==> src/rtl/vend_fsm_param_if.sv <==
// Coin/dispense/change handshake bundle between the front end (master) and the vending FSM (slave).
// VEND_PRICE_PROG_EN adds the price-programming port pair.
interface vend_fsm_param_if #(
  parameter int CREDIT_W = 8
);
  logic                nickel;
  logic                dime;
  logic                quarter;
  logic                cancel;
  logic                vend_ack;
  logic                change_ack;
  logic                open;
  logic                change_valid;
  logic                coin_reject;
  logic [CREDIT_W-1:0] change_amt;
  logic [CREDIT_W-1:0] credit;
`ifdef VEND_PRICE_PROG_EN
  logic                price_wr;
  logic [CREDIT_W-1:0] price_in;
`endif

  modport master (
    output nickel, dime, quarter, cancel, vend_ack, change_ack,
`ifdef VEND_PRICE_PROG_EN
    output price_wr, price_in,
`endif
    input  open, change_valid, coin_reject, change_amt, credit
  );

  modport slave (
    input  nickel, dime, quarter, cancel, vend_ack, change_ack,
`ifdef VEND_PRICE_PROG_EN
    input  price_wr, price_in,
`endif
    output open, change_valid, coin_reject, change_amt, credit
  );
endinterface

==> src/rtl/vend_fsm_param.sv <==
// Coin-accumulating vending FSM: holds open until vend_ack, change/refund until change_ack; all outputs registered.
// VEND_PRICE_PROG_EN adds a runtime price register writable only while idle with zero credit.
module vend_fsm_param #(
  parameter int PRICE       = 15,
  parameter int NICKEL_VAL  = 5,
  parameter int DIME_VAL    = 10,
  parameter int QUARTER_VAL = 25,
  parameter int CREDIT_W    = 8
) (
  input logic            clk,
  input logic            reset_n,
  vend_fsm_param_if.slave bus
);
  localparam int MAX_COIN = (QUARTER_VAL > DIME_VAL) ?
                            ((QUARTER_VAL > NICKEL_VAL) ? QUARTER_VAL : NICKEL_VAL) :
                            ((DIME_VAL > NICKEL_VAL) ? DIME_VAL : NICKEL_VAL);

  generate
    if (PRICE <= 0) begin : g_bad_price
      $error("vend_fsm_param: PRICE must be > 0");
    end
    if ((longint'(1) << CREDIT_W) <= longint'(PRICE - 1 + MAX_COIN)) begin : g_bad_width
      $error("vend_fsm_param: CREDIT_W too narrow for PRICE and coin values");
    end
  endgenerate

  typedef enum logic [1:0] {
    ACCUM    = 2'd0,
    DISPENSE = 2'd1,
    RETURN   = 2'd2
  } state_t;

  state_t              state;
  logic [CREDIT_W-1:0] credit_q;
  logic [CREDIT_W-1:0] change_amt_q;
  logic                open_q;
  logic                change_valid_q;
  logic                coin_reject_q;
  logic [CREDIT_W-1:0] price;

  logic                any_coin;
  logic                multi_coin;
  logic [CREDIT_W:0]   coin_val;
  logic [CREDIT_W:0]   sum;

  always_comb begin
    any_coin   = bus.nickel | bus.dime | bus.quarter;
    multi_coin = (bus.nickel & bus.dime) | (bus.nickel & bus.quarter) | (bus.dime & bus.quarter);
    coin_val   = '0;
    if (bus.nickel)       coin_val = (CREDIT_W+1)'(NICKEL_VAL);
    else if (bus.dime)    coin_val = (CREDIT_W+1)'(DIME_VAL);
    else if (bus.quarter) coin_val = (CREDIT_W+1)'(QUARTER_VAL);
    // One bit wider so a large programmed price cannot make the compare wrap.
    sum = {1'b0, credit_q} + coin_val;
  end

`ifdef VEND_PRICE_PROG_EN
  always_ff @(posedge clk or negedge reset_n) begin
    if (!reset_n) begin
      price <= CREDIT_W'(PRICE);
    end else if (bus.price_wr && (state == ACCUM) && (credit_q == '0) && (bus.price_in != '0)) begin
      price <= bus.price_in;
    end
  end
`else
  assign price = CREDIT_W'(PRICE);
`endif

  always_ff @(posedge clk or negedge reset_n) begin
    if (!reset_n) begin
      state          <= ACCUM;
      credit_q       <= '0;
      change_amt_q   <= '0;
      open_q         <= 1'b0;
      change_valid_q <= 1'b0;
      coin_reject_q  <= 1'b0;
    end else begin
      coin_reject_q <= 1'b0;
      case (state)
        ACCUM: begin
          if (bus.cancel) begin
            coin_reject_q <= any_coin;
            if (credit_q != '0) begin
              change_amt_q   <= credit_q;
              change_valid_q <= 1'b1;
              state          <= RETURN;
            end
          end else if (multi_coin) begin
            coin_reject_q <= 1'b1;
          end else if (any_coin) begin
            if (sum >= {1'b0, price}) begin
              credit_q <= CREDIT_W'(sum - {1'b0, price});
              open_q   <= 1'b1;
              state    <= DISPENSE;
            end else begin
              credit_q <= CREDIT_W'(sum);
            end
          end
        end
        DISPENSE: begin
          coin_reject_q <= any_coin;
          if (bus.vend_ack) begin
            open_q <= 1'b0;
            if (credit_q != '0) begin
              change_amt_q   <= credit_q;
              change_valid_q <= 1'b1;
              state          <= RETURN;
            end else begin
              state <= ACCUM;
            end
          end
        end
        RETURN: begin
          coin_reject_q <= any_coin;
          if (bus.change_ack) begin
            credit_q       <= '0;
            change_amt_q   <= '0;
            change_valid_q <= 1'b0;
            state          <= ACCUM;
          end
        end
        default: begin
          state          <= ACCUM;
          open_q         <= 1'b0;
          change_valid_q <= 1'b0;
        end
      endcase
    end
  end

  assign bus.open         = open_q;
  assign bus.change_valid = change_valid_q;
  assign bus.coin_reject  = coin_reject_q;
  assign bus.change_amt   = change_amt_q;
  assign bus.credit       = credit_q;
endmodule

==> src/flat_wrapper.sv <==
// flat-port wrapper written by rule: the top's interface ports become plain ports
module vend_fsm_param_flat 
#(
  parameter int PRICE       = 15,
  parameter int NICKEL_VAL  = 5,
  parameter int DIME_VAL    = 10,
  parameter int QUARTER_VAL = 25,
  parameter int CREDIT_W    = 8
)
  (clk, reset_n, bus_nickel, bus_dime, bus_quarter, bus_cancel, bus_vend_ack, bus_change_ack, bus_open, bus_change_valid, bus_coin_reject, bus_change_amt, bus_credit);
  vend_fsm_param_if #(.CREDIT_W(CREDIT_W)) bus_i ();
  input logic clk;
  input logic reset_n;
  input wire logic [$bits(bus_i.nickel)-1:0] bus_nickel;
  input wire logic [$bits(bus_i.dime)-1:0] bus_dime;
  input wire logic [$bits(bus_i.quarter)-1:0] bus_quarter;
  input wire logic [$bits(bus_i.cancel)-1:0] bus_cancel;
  input wire logic [$bits(bus_i.vend_ack)-1:0] bus_vend_ack;
  input wire logic [$bits(bus_i.change_ack)-1:0] bus_change_ack;
  output wire logic [$bits(bus_i.open)-1:0] bus_open;
  output wire logic [$bits(bus_i.change_valid)-1:0] bus_change_valid;
  output wire logic [$bits(bus_i.coin_reject)-1:0] bus_coin_reject;
  output wire logic [$bits(bus_i.change_amt)-1:0] bus_change_amt;
  output wire logic [$bits(bus_i.credit)-1:0] bus_credit;
  assign bus_i.nickel = bus_nickel;
  assign bus_i.dime = bus_dime;
  assign bus_i.quarter = bus_quarter;
  assign bus_i.cancel = bus_cancel;
  assign bus_i.vend_ack = bus_vend_ack;
  assign bus_i.change_ack = bus_change_ack;
  assign bus_open = bus_i.open;
  assign bus_change_valid = bus_i.change_valid;
  assign bus_coin_reject = bus_i.coin_reject;
  assign bus_change_amt = bus_i.change_amt;
  assign bus_credit = bus_i.credit;
  vend_fsm_param #(.PRICE(PRICE), .NICKEL_VAL(NICKEL_VAL), .DIME_VAL(DIME_VAL), .QUARTER_VAL(QUARTER_VAL), .CREDIT_W(CREDIT_W)) u_core (.clk(clk), .reset_n(reset_n), .bus(bus_i));
endmodule
==> config.mk <==
export PLATFORM = sky130hd
export DESIGN_NAME = vend_fsm_param_flat
export DESIGN_NICKNAME = d
export VERILOG_FILES = /design/src/rtl/vend_fsm_param_if.sv /design/src/rtl/vend_fsm_param.sv /design/src/flat_wrapper.sv
export SDC_FILE = /design/constraint.sdc
export NUM_CORES = 1
export LEC_CHECK = 0
export ABC_AREA = 1
export CAP_MARGIN = 20
export CELL_PAD_IN_SITES_DETAIL_PLACEMENT = 1
export CELL_PAD_IN_SITES_GLOBAL_PLACEMENT = 1
export CORE_ASPECT_RATIO = 1.5
export CORE_MARGIN = 2
export CORE_UTILIZATION = 30
export DETAILED_ROUTE_END_ITERATION = 7
export PLACE_DENSITY_LB_ADDON = 0.1
export SLEW_MARGIN = 25
export SYNTH_ARGS = -nofsm -noshare
export SYNTH_HDL_FRONTEND = slang
export SYNTH_SLANG_ARGS = --single-unit
==> constraint.sdc <==
create_clock -name clk -period 3.1 [get_ports clk]
set_input_delay 0.62 -clock clk [delete_from_list [all_inputs] [get_ports clk]]
set_output_delay 0.62 -clock clk [all_outputs]
set_load 0.1 [all_outputs]
==> flow_summary.html, run 1 <==
<table>
<tr><th>Metric</th><th>Value</th></tr>
<tr><th colspan="2">Layout</th></tr>
<tr><td>Number of fillers in the final layout</td><td>692</td></tr>
<tr><td>Area of the multi-input gates</td><td>991.0 um2</td></tr>
<tr><td>Final-stage net count</td><td>300</td></tr>
<tr><td>Sequential Area</td><td>525.5 um2</td></tr>
<tr><td>Fraction of final layout cells with drive strength greater than 1</td><td>20.71%</td></tr>
<tr><td>Area overhead of the layout relative to synthesis</td><td>28.85%</td></tr>
<tr><td>Number of antenna repair diodes</td><td>0</td></tr>
<tr><td>Final Non-Filler Cells</td><td>348</td></tr>
<tr><th colspan="2">Route</th></tr>
<tr><td>Routed vias</td><td>1684</td></tr>
<tr><td>Final wirelength</td><td>4898 um</td></tr>
<tr><td>Antenna-violating nets left</td><td>0</td></tr>
<tr><td>Ratio of routed vias to standard cells</td><td>4.839</td></tr>
<tr><td>Number of DRC violations after detailed routing</td><td>0</td></tr>
<tr><td>Routed WL per cell</td><td>14.07 um</td></tr>
<tr><td>First-pass DRT Iterations</td><td>4</td></tr>
<tr><td>Detailed Route Iter0 Violations</td><td>45</td></tr>
<tr><th colspan="2">Global route</th></tr>
<tr><td>Total routing usage reported by global routing</td><td>18.00%</td></tr>
<tr><td>Largest net degree at the start of global routing</td><td>22</td></tr>
<tr><td>Vias in the first global route</td><td>1763</td></tr>
<tr><td>Antenna violations before repair</td><td>0</td></tr>
<tr><td>Leftover overflow at the end of global routing</td><td>0</td></tr>
<tr><td>Wire length of the first global-routing pass</td><td>8473 um</td></tr>
<tr><th colspan="2">Floorplan</th></tr>
<tr><td>I/O pins</td><td>27</td></tr>
<tr><td>Effective utilization at floorplan</td><td>31.25%</td></tr>
<tr><td>Cell row count</td><td>32</td></tr>
<tr><td>Placeable core region</td><td>5205 um2</td></tr>
<tr><td>Floorplan die width</td><td>64.12 um</td></tr>
<tr><td>Die area</td><td>6039 um2</td></tr>
<tr><td>Vert. Die Dim</td><td>94.18 um</td></tr>
<tr><th colspan="2">Timing</th></tr>
<tr><td>Worst rel slew slack</td><td>57.29%</td></tr>
<tr><td>Shortest clock period the worst path allows after layout</td><td>2.882 ns</td></tr>
<tr><td># setup viols final</td><td>0</td></tr>
<tr><td>Slew at the pin closest to its max-slew limit</td><td>0.6388 ns</td></tr>
<tr><td>Setup repair after global routing missed its margin</td><td>false</td></tr>
<tr><td>Max-slew violations</td><td>0</td></tr>
<tr><td>Hold Slack</td><td>0.4864 ns</td></tr>
<tr><td>Final critical-path share of the clock period</td><td>92.96%</td></tr>
<tr><td>Worst Clk Skew</td><td>0.006783 ns</td></tr>
<tr><td>Max Freq</td><td>0.3470 GHz</td></tr>
<tr><td>Count of endpoints failing hold in the final timing report</td><td>0</td></tr>
<tr><th colspan="2">Logic synthesis</th></tr>
<tr><td>Synth top area cells</td><td>dfrtp_1 32%, nand2_1 16%, nand3_1 8.0%</td></tr>
<tr><td>Syn. warnings</td><td>0</td></tr>
<tr><td>Share of flip-flops with an asynchronous set or reset after synthesis</td><td>100.0%</td></tr>
<tr><td>Summed instance area of the synthesized netlist</td><td>1627 um2</td></tr>
<tr><td>Share of the yosys chip area belonging to registers</td><td>32.31%</td></tr>
<tr><td>Number of enable flip-flop cells after synthesis</td><td>0</td></tr>
<tr><td>Most common flop cell mapped by yosys</td><td>dfrtp_1</td></tr>
<tr><td>Count of unique library cells instantiated by Yosys</td><td>29</td></tr>
<tr><td>Cell accounting for the most synthesized area</td><td>dfrtp_1</td></tr>
<tr><td>Syn Nets</td><td>256</td></tr>
<tr><td>List of most frequent post-synthesis cells</td><td>71 x nand2_1, 32 x inv_1, 26 x nand3_1, 21 x dfrtp_1, 21 x nor2_1</td></tr>
<tr><td>Synthesis-stage register bit count</td><td>21</td></tr>
<tr><td>Synth top area share</td><td>32.31%</td></tr>
<tr><td>Mapped Cells</td><td>237</td></tr>
<tr><td>Most numerous cell in the Yosys netlist</td><td>nand2_1</td></tr>
<tr><td>Post-synthesis area per instance</td><td>6.863 um2</td></tr>
<tr><th colspan="2">Critical path</th></tr>
<tr><td>Crit start category</td><td>input port</td></tr>
<tr><td>Worst path cell trace</td><td>clkdlybuf4s50_1 -&gt; inv_1 -&gt; o21ai_0 -&gt; ha_2 -&gt; fa_1 -&gt; ha_1 -&gt; inv_1 -&gt; nor2_1 -&gt; nand3_2 -&gt; nand2_2 -&gt; nor2_4 -&gt; nand2_2 -&gt; nor2_4 -&gt; nand2_1 -&gt; nand3_1 -&gt; nand2_1</td></tr>
<tr><td>Cell type of the slowest stage on the worst timing path</td><td>clkdlybuf4s50_1</td></tr>
<tr><td>Type of destination of the critical path</td><td>flop</td></tr>
<tr><td>Highest net fanout along the worst path</td><td>6</td></tr>
<tr><td>CP Buf/Inv Count</td><td>3</td></tr>
<tr><td>Top delay family on crit path</td><td>adder cells</td></tr>
<tr><td>CP peak stage delay</td><td>0.47 ns</td></tr>
<tr><td>Type of the worst setup path</td><td>input port to flop</td></tr>
<tr><td>Data arrival time of the worst path</td><td>3.03 ns</td></tr>
<tr><td>Required time of the critical path</td><td>3.25 ns</td></tr>
<tr><th colspan="2">CTS</th></tr>
<tr><td>CTS H-tree lvls</td><td>1</td></tr>
<tr><td>Number of CTS-inserted buffers</td><td>3</td></tr>
<tr><td>Worst skew pair latency</td><td>0.26 ns</td></tr>
<tr><td>Clk pin slew, worst setup/hold paths</td><td>0.08 ns</td></tr>
<tr><td>TritonCTS Sinks</td><td>21</td></tr>
<tr><td>Clock Path Buffers</td><td>2</td></tr>
<tr><td>Root buffer cell</td><td>clkbuf_8</td></tr>
<tr><td>TritonCTS clock tree</td><td>yes</td></tr>
<tr><th colspan="2">Place</th></tr>
<tr><td>Final HPWL DP</td><td>4131 um</td></tr>
<tr><td>Port buffer count</td><td>26</td></tr>
<tr><td>GPL Wtd Cong</td><td>0.8415</td></tr>
<tr><td>Number of cells in the design after placement</td><td>343</td></tr>
<tr><th colspan="2">Hold path</th></tr>
<tr><td>Class of the worst hold path</td><td>flop to flop</td></tr>
<tr><th colspan="2">Flow run</th></tr>
<tr><td>Max-cap violations</td><td>0</td></tr>
<tr><th colspan="2">Run status</th></tr>
<tr><td>Run status</td><td>complete, no violations</td></tr>
</table>
## repair_timing
item                       in CTS  in global routing
buffers inserted                0                  1
hold buffers                    0                  0
resized for setup               0                  6
setup endpoints to repair       0                 10
## cells by family after synthesis
kind of cell	after synthesis	synth area share, %
adders and majority gates	11	8.923
AOI/OAI and AO/OA	31	11.62
and+or+nand+nor	135	36.77
DFF	21	32.31
buffers and inverters	35	8.231
xor gates and xnor gates	4	2.154
## area by class of cell
type | instances | share of cell area [%]
multi-input combinational | 181 | 47.28
sequential | 21 | 25.07
timing repair buffer | 41 | 15.52
inverter | 33 | 5.910
tap | 68 | 4.060
clock buffer | 4 | 2.149
## registers in the layout, indices dropped and copies added (netlist names)
name,cells
u_core.state,2
u_core.bus.open,1
u_core.bus.credit,8
u_core.bus.change_amt,8
u_core.bus.coin_reject,1
u_core.bus.change_valid,1
## worst min-delay path: stages, from the launching register on
cell and delay (ns):
dfrtp_1 0.35, nand2_1 0.05, o31ai_1 0.05
## path summary, 6_finish.rpt
path | start | endpoint | slack, ns | cells past startpoint
worst max-delay path | bus_quarter | u_core.bus.credit[2]$_DFFE_PN0P_ | 0.22 | 16
worst min-delay path | u_core.bus.change_amt[6]$_DFFE_PN0P_ | u_core.bus.change_amt[6]$_DFFE_PN0P_ | 0.49 | 2
worst max register to register | u_core.bus.credit[0]$_DFFE_PN0P_ | u_core.state[1]$_DFFE_PN0P_ | 0.76 | 14
worst min register to register | u_core.bus.change_amt[6]$_DFFE_PN0P_ | u_core.bus.change_amt[6]$_DFFE_PN0P_ | 0.49 | 2
max in group asynchronous | reset_n | u_core.bus.change_amt[5]$_DFFE_PN0P_ | 2.17 | 2
min in group asynchronous | reset_n | u_core.bus.change_amt[7]$_DFFE_PN0P_ | 0.71 | 2
## layout by cell type (no fill, tap or decap), drive strengths merged
master / n
a31oi: 1
inv: 33
o21ai: 14
fa: 1
nand4: 1
a21oi: 8
o31ai: 5
clkbuf: 4
xor2: 2
dfrtp: 21
nor2: 24
a211oi: 1
xnor2: 2
buf: 34
or2: 1
o211ai: 1
ha: 10
clkdlybuf4s50: 7
nor4: 1
nand3: 27
nand2: 78
o21bai: 1
nor3: 3
## routing by layer
| metal | wire length, um | GRT usage (%) | up-vias |
|---|---|---|---|
| met5 | 0 | 0 | - |
| met4 | 100 | 6.915 | 0 |
| met3 | 113 | 1.319 | 6 |
| met2 | 2723 | 34.29 | 30 |
| met1 | 1960 | 20.43 | 800 |
| li1 | - | - | 848 |
## through the flow
stage | cell area, um2 | utilization (%) | TNS [ns] | worst slack, ns
after floorplan | 1627 | - | 0 | 0.2516
after global placement | 2019 | 38.80 | -0.3993 | -0.07874
after detailed placement | 2019 | 38.80 | -1.094 | -0.1492
after CTS | 2064 | 39.66 | 0 | 0.1284
after global routing | 2096 | 40.26 | 0 | 0.001287
final | 2096 | 40.26 | 0 | 0.2182
Power of run 1 is left out: the tool's default activity adds up to more than one toggle a clock period on the data nets, which glitch-free logic cannot reach.
==> run 2: changes to the inputs <==
--- a/config.mk
+++ b/config.mk
@@ -12,6 +12,7 @@
 export CORE_ASPECT_RATIO = 1.5
 export CORE_MARGIN = 2
 export CORE_UTILIZATION = 30
+export CTS_CLUSTER_DIAMETER = 80
 export DETAILED_ROUTE_END_ITERATION = 7
 export PLACE_DENSITY_LB_ADDON = 0.1
 export SLEW_MARGIN = 25
==> results of run 2 <==
No change in the layout: final DEF, timing and power equal those of run 1.
Power of run 2 is left out for the same reason.
==> run 3: changes to the inputs <==
--- a/config.mk
+++ b/config.mk
@@ -10,11 +10,11 @@
 export CELL_PAD_IN_SITES_DETAIL_PLACEMENT = 1
 export CELL_PAD_IN_SITES_GLOBAL_PLACEMENT = 1
 export CORE_ASPECT_RATIO = 1.5
-export CORE_MARGIN = 2
 export CORE_UTILIZATION = 30
 export CTS_CLUSTER_DIAMETER = 80
 export DETAILED_ROUTE_END_ITERATION = 7
 export PLACE_DENSITY_LB_ADDON = 0.1
+export RECOVER_POWER = 100
 export SLEW_MARGIN = 25
 export SYNTH_ARGS = -nofsm -noshare
 export SYNTH_HDL_FRONTEND = slang
==> run 3 against run 2 <==
Net effect: setup slack got worse by 0.059 ns; global-route usage increased by 1.1 points; sequential share of layout area rose by 0.44 points; critical path type unchanged; cell area fell by 1.7%; maximum frequency decreased by 2.0%; register-to-register slack got worse by 0.11 ns; clock-buffer cell count is the same; clock skew shrank 0.0042 ns.
==> flow_summary.html, run 3 (synthesis gave the netlist of run 1 again) <==
<table>
<tr><th>Metric</th><th>Value</th></tr>
<tr><th colspan="2">Layout</th></tr>
<tr><td>Sequential Area</td><td>525.5 um2 (unchanged)</td></tr>
<tr><td>Post-layout utilization of the core</td><td>39.87% (-0.39 points)</td></tr>
<tr><td>Area overhead of the layout relative to synthesis</td><td>26.62%</td></tr>
<tr><td>Number of antenna repair diodes</td><td>0 (unchanged)</td></tr>
<tr><td>Final-stage net count</td><td>305 (+1.7%)</td></tr>
<tr><td>Most frequent cells in the layout</td><td>72 x nand2_1, 33 x inv_1, 25 x nand3_1</td></tr>
<tr><td>Non-Filler Cell Area, Final</td><td>2059 um2 (-1.7%)</td></tr>
<tr><td>Number of fillers in the final layout</td><td>688 (-0.58%)</td></tr>
<tr><td>Final Non-Filler Cells</td><td>353 (+1.4%)</td></tr>
<tr><td>Area of the multi-input gates</td><td>992.2 um2 (+0.13%)</td></tr>
<tr><td>Fraction of final layout cells with drive strength greater than 1</td><td>14.74% (-6.0 points)</td></tr>
<tr><td>Most common cell after layout, fill and taps aside</td><td>nand2_1</td></tr>
<tr><th colspan="2">Critical path</th></tr>
<tr><td>Critical path depth in cells</td><td>16 (unchanged)</td></tr>
<tr><td>Type of destination of the critical path</td><td>flop</td></tr>
<tr><td>CP Buf/Inv Count</td><td>2 (-1)</td></tr>
<tr><td>CP peak stage delay</td><td>0.46 ns (about the same)</td></tr>
<tr><td>Cell type of the slowest stage on the worst timing path</td><td>clkdlybuf4s50_1</td></tr>
<tr><td>Data arrival time of the worst path</td><td>3.09 ns (+0.06 ns)</td></tr>
<tr><td>Cell seen most often among critical-path stages</td><td>nand2_1</td></tr>
<tr><td>Launch point of the worst path</td><td>bus_dime</td></tr>
<tr><td>Worst path cell trace</td><td>clkdlybuf4s50_1 -&gt; buf_4 -&gt; nor2_1 -&gt; nor2_1 -&gt; ha_1 -&gt; nand2_1 -&gt; nor2_1 -&gt; nand3_1 -&gt; nand2_1 -&gt; nand2_1 -&gt; nand2_1 -&gt; nand2_1 -&gt; nor2_4 -&gt; nand2_1 -&gt; nand3_1 -&gt; nand2_1</td></tr>
<tr><td>Top delay family on crit path</td><td>simple AND/OR/NAND/NOR gates</td></tr>
<tr><td>Crit start category</td><td>input port</td></tr>
<tr><td>Required time of the critical path</td><td>3.25 ns (about the same)</td></tr>
<tr><td>Type of the worst setup path</td><td>input port to flop</td></tr>
<tr><td>Highest net fanout along the worst path</td><td>6 (unchanged)</td></tr>
<tr><td>Setup slack of the worst register-to-register path</td><td>0.65 ns (-0.11 ns)</td></tr>
<tr><td>RR Startpoint</td><td>u_core.state[0]$_DFFE_PN0P_</td></tr>
<tr><td>Number of cells on the worst reg-to-reg path</td><td>9 (-5)</td></tr>
<tr><th colspan="2">CTS</th></tr>
<tr><td>TritonCTS clock tree</td><td>yes</td></tr>
<tr><td>Number of CTS-inserted buffers</td><td>3 (unchanged)</td></tr>
<tr><td>Clk pin slew, worst setup/hold paths</td><td>0.07 ns (about the same)</td></tr>
<tr><td>Clock Path Buffers</td><td>2 (unchanged)</td></tr>
<tr><td>Worst skew pair latency</td><td>0.26 ns (about the same)</td></tr>
<tr><td>TritonCTS Sinks</td><td>21 (unchanged)</td></tr>
<tr><td>Root buffer cell</td><td>clkbuf_8</td></tr>
<tr><td>CTS H-tree lvls</td><td>1 (unchanged)</td></tr>
<tr><th colspan="2">Route</th></tr>
<tr><td>Detailed Route Iter0 Violations</td><td>36 (-20%)</td></tr>
<tr><td>Met3 routed WL</td><td>82 um (-27%)</td></tr>
<tr><td>Top layer in use</td><td>met4</td></tr>
<tr><td>Routed vias</td><td>1707 (+1.4%)</td></tr>
<tr><td>Final wirelength</td><td>5034 um (+2.8%)</td></tr>
<tr><td>Number of DRC violations after detailed routing</td><td>0 (unchanged)</td></tr>
<tr><td>Antenna-violating nets left</td><td>0 (unchanged)</td></tr>
<tr><td>Total length of routed met2 wires</td><td>2815 um (+3.4%)</td></tr>
<tr><td>Routed WL per cell</td><td>14.26 um (+1.3%)</td></tr>
<tr><td>Routed length on met1</td><td>2038 um (+4.0%)</td></tr>
<tr><td>First-pass DRT Iterations</td><td>4 (unchanged)</td></tr>
<tr><td>Ratio of routed vias to standard cells</td><td>4.836 (about the same)</td></tr>
<tr><th colspan="2">Place</th></tr>
<tr><td>Port buffer count</td><td>26 (unchanged)</td></tr>
<tr><td>GPL Wtd Cong</td><td>0.8782 (+4.4%)</td></tr>
<tr><td>Final HPWL DP</td><td>4186 um (+1.3%)</td></tr>
<tr><td>Number of cells in the design after placement</td><td>348 (+1.5%)</td></tr>
<tr><td>Area after DPL</td><td>2057 um2 (+1.9%)</td></tr>
<tr><th colspan="2">Floorplan</th></tr>
<tr><td>Cell row count</td><td>32 (unchanged)</td></tr>
<tr><td>Vert. Die Dim</td><td>92.18 um (-2.1%)</td></tr>
<tr><td>Floorplan die width</td><td>62.12 um (-3.1%)</td></tr>
<tr><td>Die area</td><td>5726 um2 (-5.2%)</td></tr>
<tr><td>I/O pins</td><td>27 (unchanged)</td></tr>
<tr><td>Effective utilization at floorplan</td><td>31.49% (+0.24 points)</td></tr>
<tr><td>Placeable core region</td><td>5165 um2 (-0.77%)</td></tr>
<tr><th colspan="2">Run status</th></tr>
<tr><td>Run status</td><td>complete, no violations</td></tr>
<tr><th colspan="2">Global route</th></tr>
<tr><td>Wire length of the first global-routing pass</td><td>8569 um (+1.1%)</td></tr>
<tr><td>Largest net degree at the start of global routing</td><td>22 (unchanged)</td></tr>
<tr><td>Antenna violations before repair</td><td>0 (unchanged)</td></tr>
<tr><td>Leftover overflow at the end of global routing</td><td>0 (unchanged)</td></tr>
<tr><td>Total routing usage reported by global routing</td><td>19.09% (+1.1 points)</td></tr>
<tr><td>Vias in the first global route</td><td>1780 (+0.96%)</td></tr>
<tr><th colspan="2">Timing</th></tr>
<tr><td>Shortest clock period the worst path allows after layout</td><td>2.941 ns (+0.05902 ns)</td></tr>
<tr><td>Max-slew violations</td><td>0 (unchanged)</td></tr>
<tr><td>Max Freq</td><td>0.3400 GHz (-2.0%)</td></tr>
<tr><td>Worst rel slew slack</td><td>21.63% (-36 points)</td></tr>
<tr><td>Count of endpoints failing hold in the final timing report</td><td>0 (unchanged)</td></tr>
<tr><td># setup viols final</td><td>0 (unchanged)</td></tr>
<tr><td>Slew at the pin closest to its max-slew limit</td><td>1.181 ns (+0.5417 ns)</td></tr>
<tr><td>Final critical-path share of the clock period</td><td>94.86% (+1.9 points)</td></tr>
<tr><td>Worst Clk Skew</td><td>0.002611 ns (-0.004171 ns)</td></tr>
<tr><th colspan="2">Hold path</th></tr>
<tr><td>Class of the worst hold path</td><td>flop to flop</td></tr>
<tr><td>Hold Path Cell Cnt</td><td>2 (unchanged)</td></tr>
<tr><td>Start point of the worst min-delay path</td><td>u_core.bus.change_amt[0]$_DFFE_PN0P_</td></tr>
<tr><th colspan="2">Flow run</th></tr>
<tr><td>Max-cap violations</td><td>0 (unchanged)</td></tr>
</table>
-- run 3: changes by cell type in the layout (fill, tap and decap cells not counted), moves of 3 or more --
| cell | before | now |
|---|---|---|
| clkbuf_1 | 1 | 21 |
| buf_4 | 34 | 18 |
| nand2_1 | 69 | 72 |
| nand2_2 | 9 | 6 |
-- run 3: path summary, 6_finish.rpt --
kind	end
min in group asynchronous	u_core.bus.change_amt[2]$_DFFE_PN0P_
worst max-delay path	u_core.bus.credit[0]$_DFFE_PN0P_
worst min-delay path	u_core.bus.change_amt[0]$_DFFE_PN0P_
max in group asynchronous	u_core.bus.change_amt[5]$_DFFE_PN0P_
worst max register to register	u_core.bus.change_amt[6]$_DFFE_PN0P_
worst min register to register	u_core.bus.change_amt[0]$_DFFE_PN0P_
-- run 3: per-layer routing --
layer,vias to the layer above,GRT usage [%]
li1,858,-
met1,816,21.43
met2,26,37.09
met3,7,0.8706
met4,0,7.364
met5,-,0
-- run 3: worst reg2reg max path, stage by stage (launching register included) --
cell and delay (ns):
dfrtp_1 0.42, inv_1 0.10, ha_1 0.35, inv_1 0.18, nor2_1 0.05, inv_1 0.09, o21ai_0 0.12, nor2_1 0.16
o211ai_1 0.46, o31ai_1 0.40
-- run 3: cell type report --
type                       count  share of cell area (%)
clock buffer                   4                   2.187
multi-input combinational    181                   48.18
timing repair buffer          46                   13.97
sequential                    21                   25.52
tap                           68                   4.131
inverter                      33                   6.015
-- run 3: what timing repair did --
item                                    CTS  global route
setup buffers                             0             1
endpoints found under the setup margin    0            11
hold buffers                              0             0
resized for setup                         0             9
-- run 3: through the flow --
stage	setup WS (ns)	hold WS, ns	TNS, ns
detailed placement	-0.1797	0.4727	-1.571
CTS	0.07359	0.4922	0
floorplan	0.2516	0.3244	0
finish	0.1592	0.4857	0
global route	-0.008336	0.5150	-0.01267
global placement	-0.1161	0.4660	-0.8702
Power of run 3 is left out for the same reason.
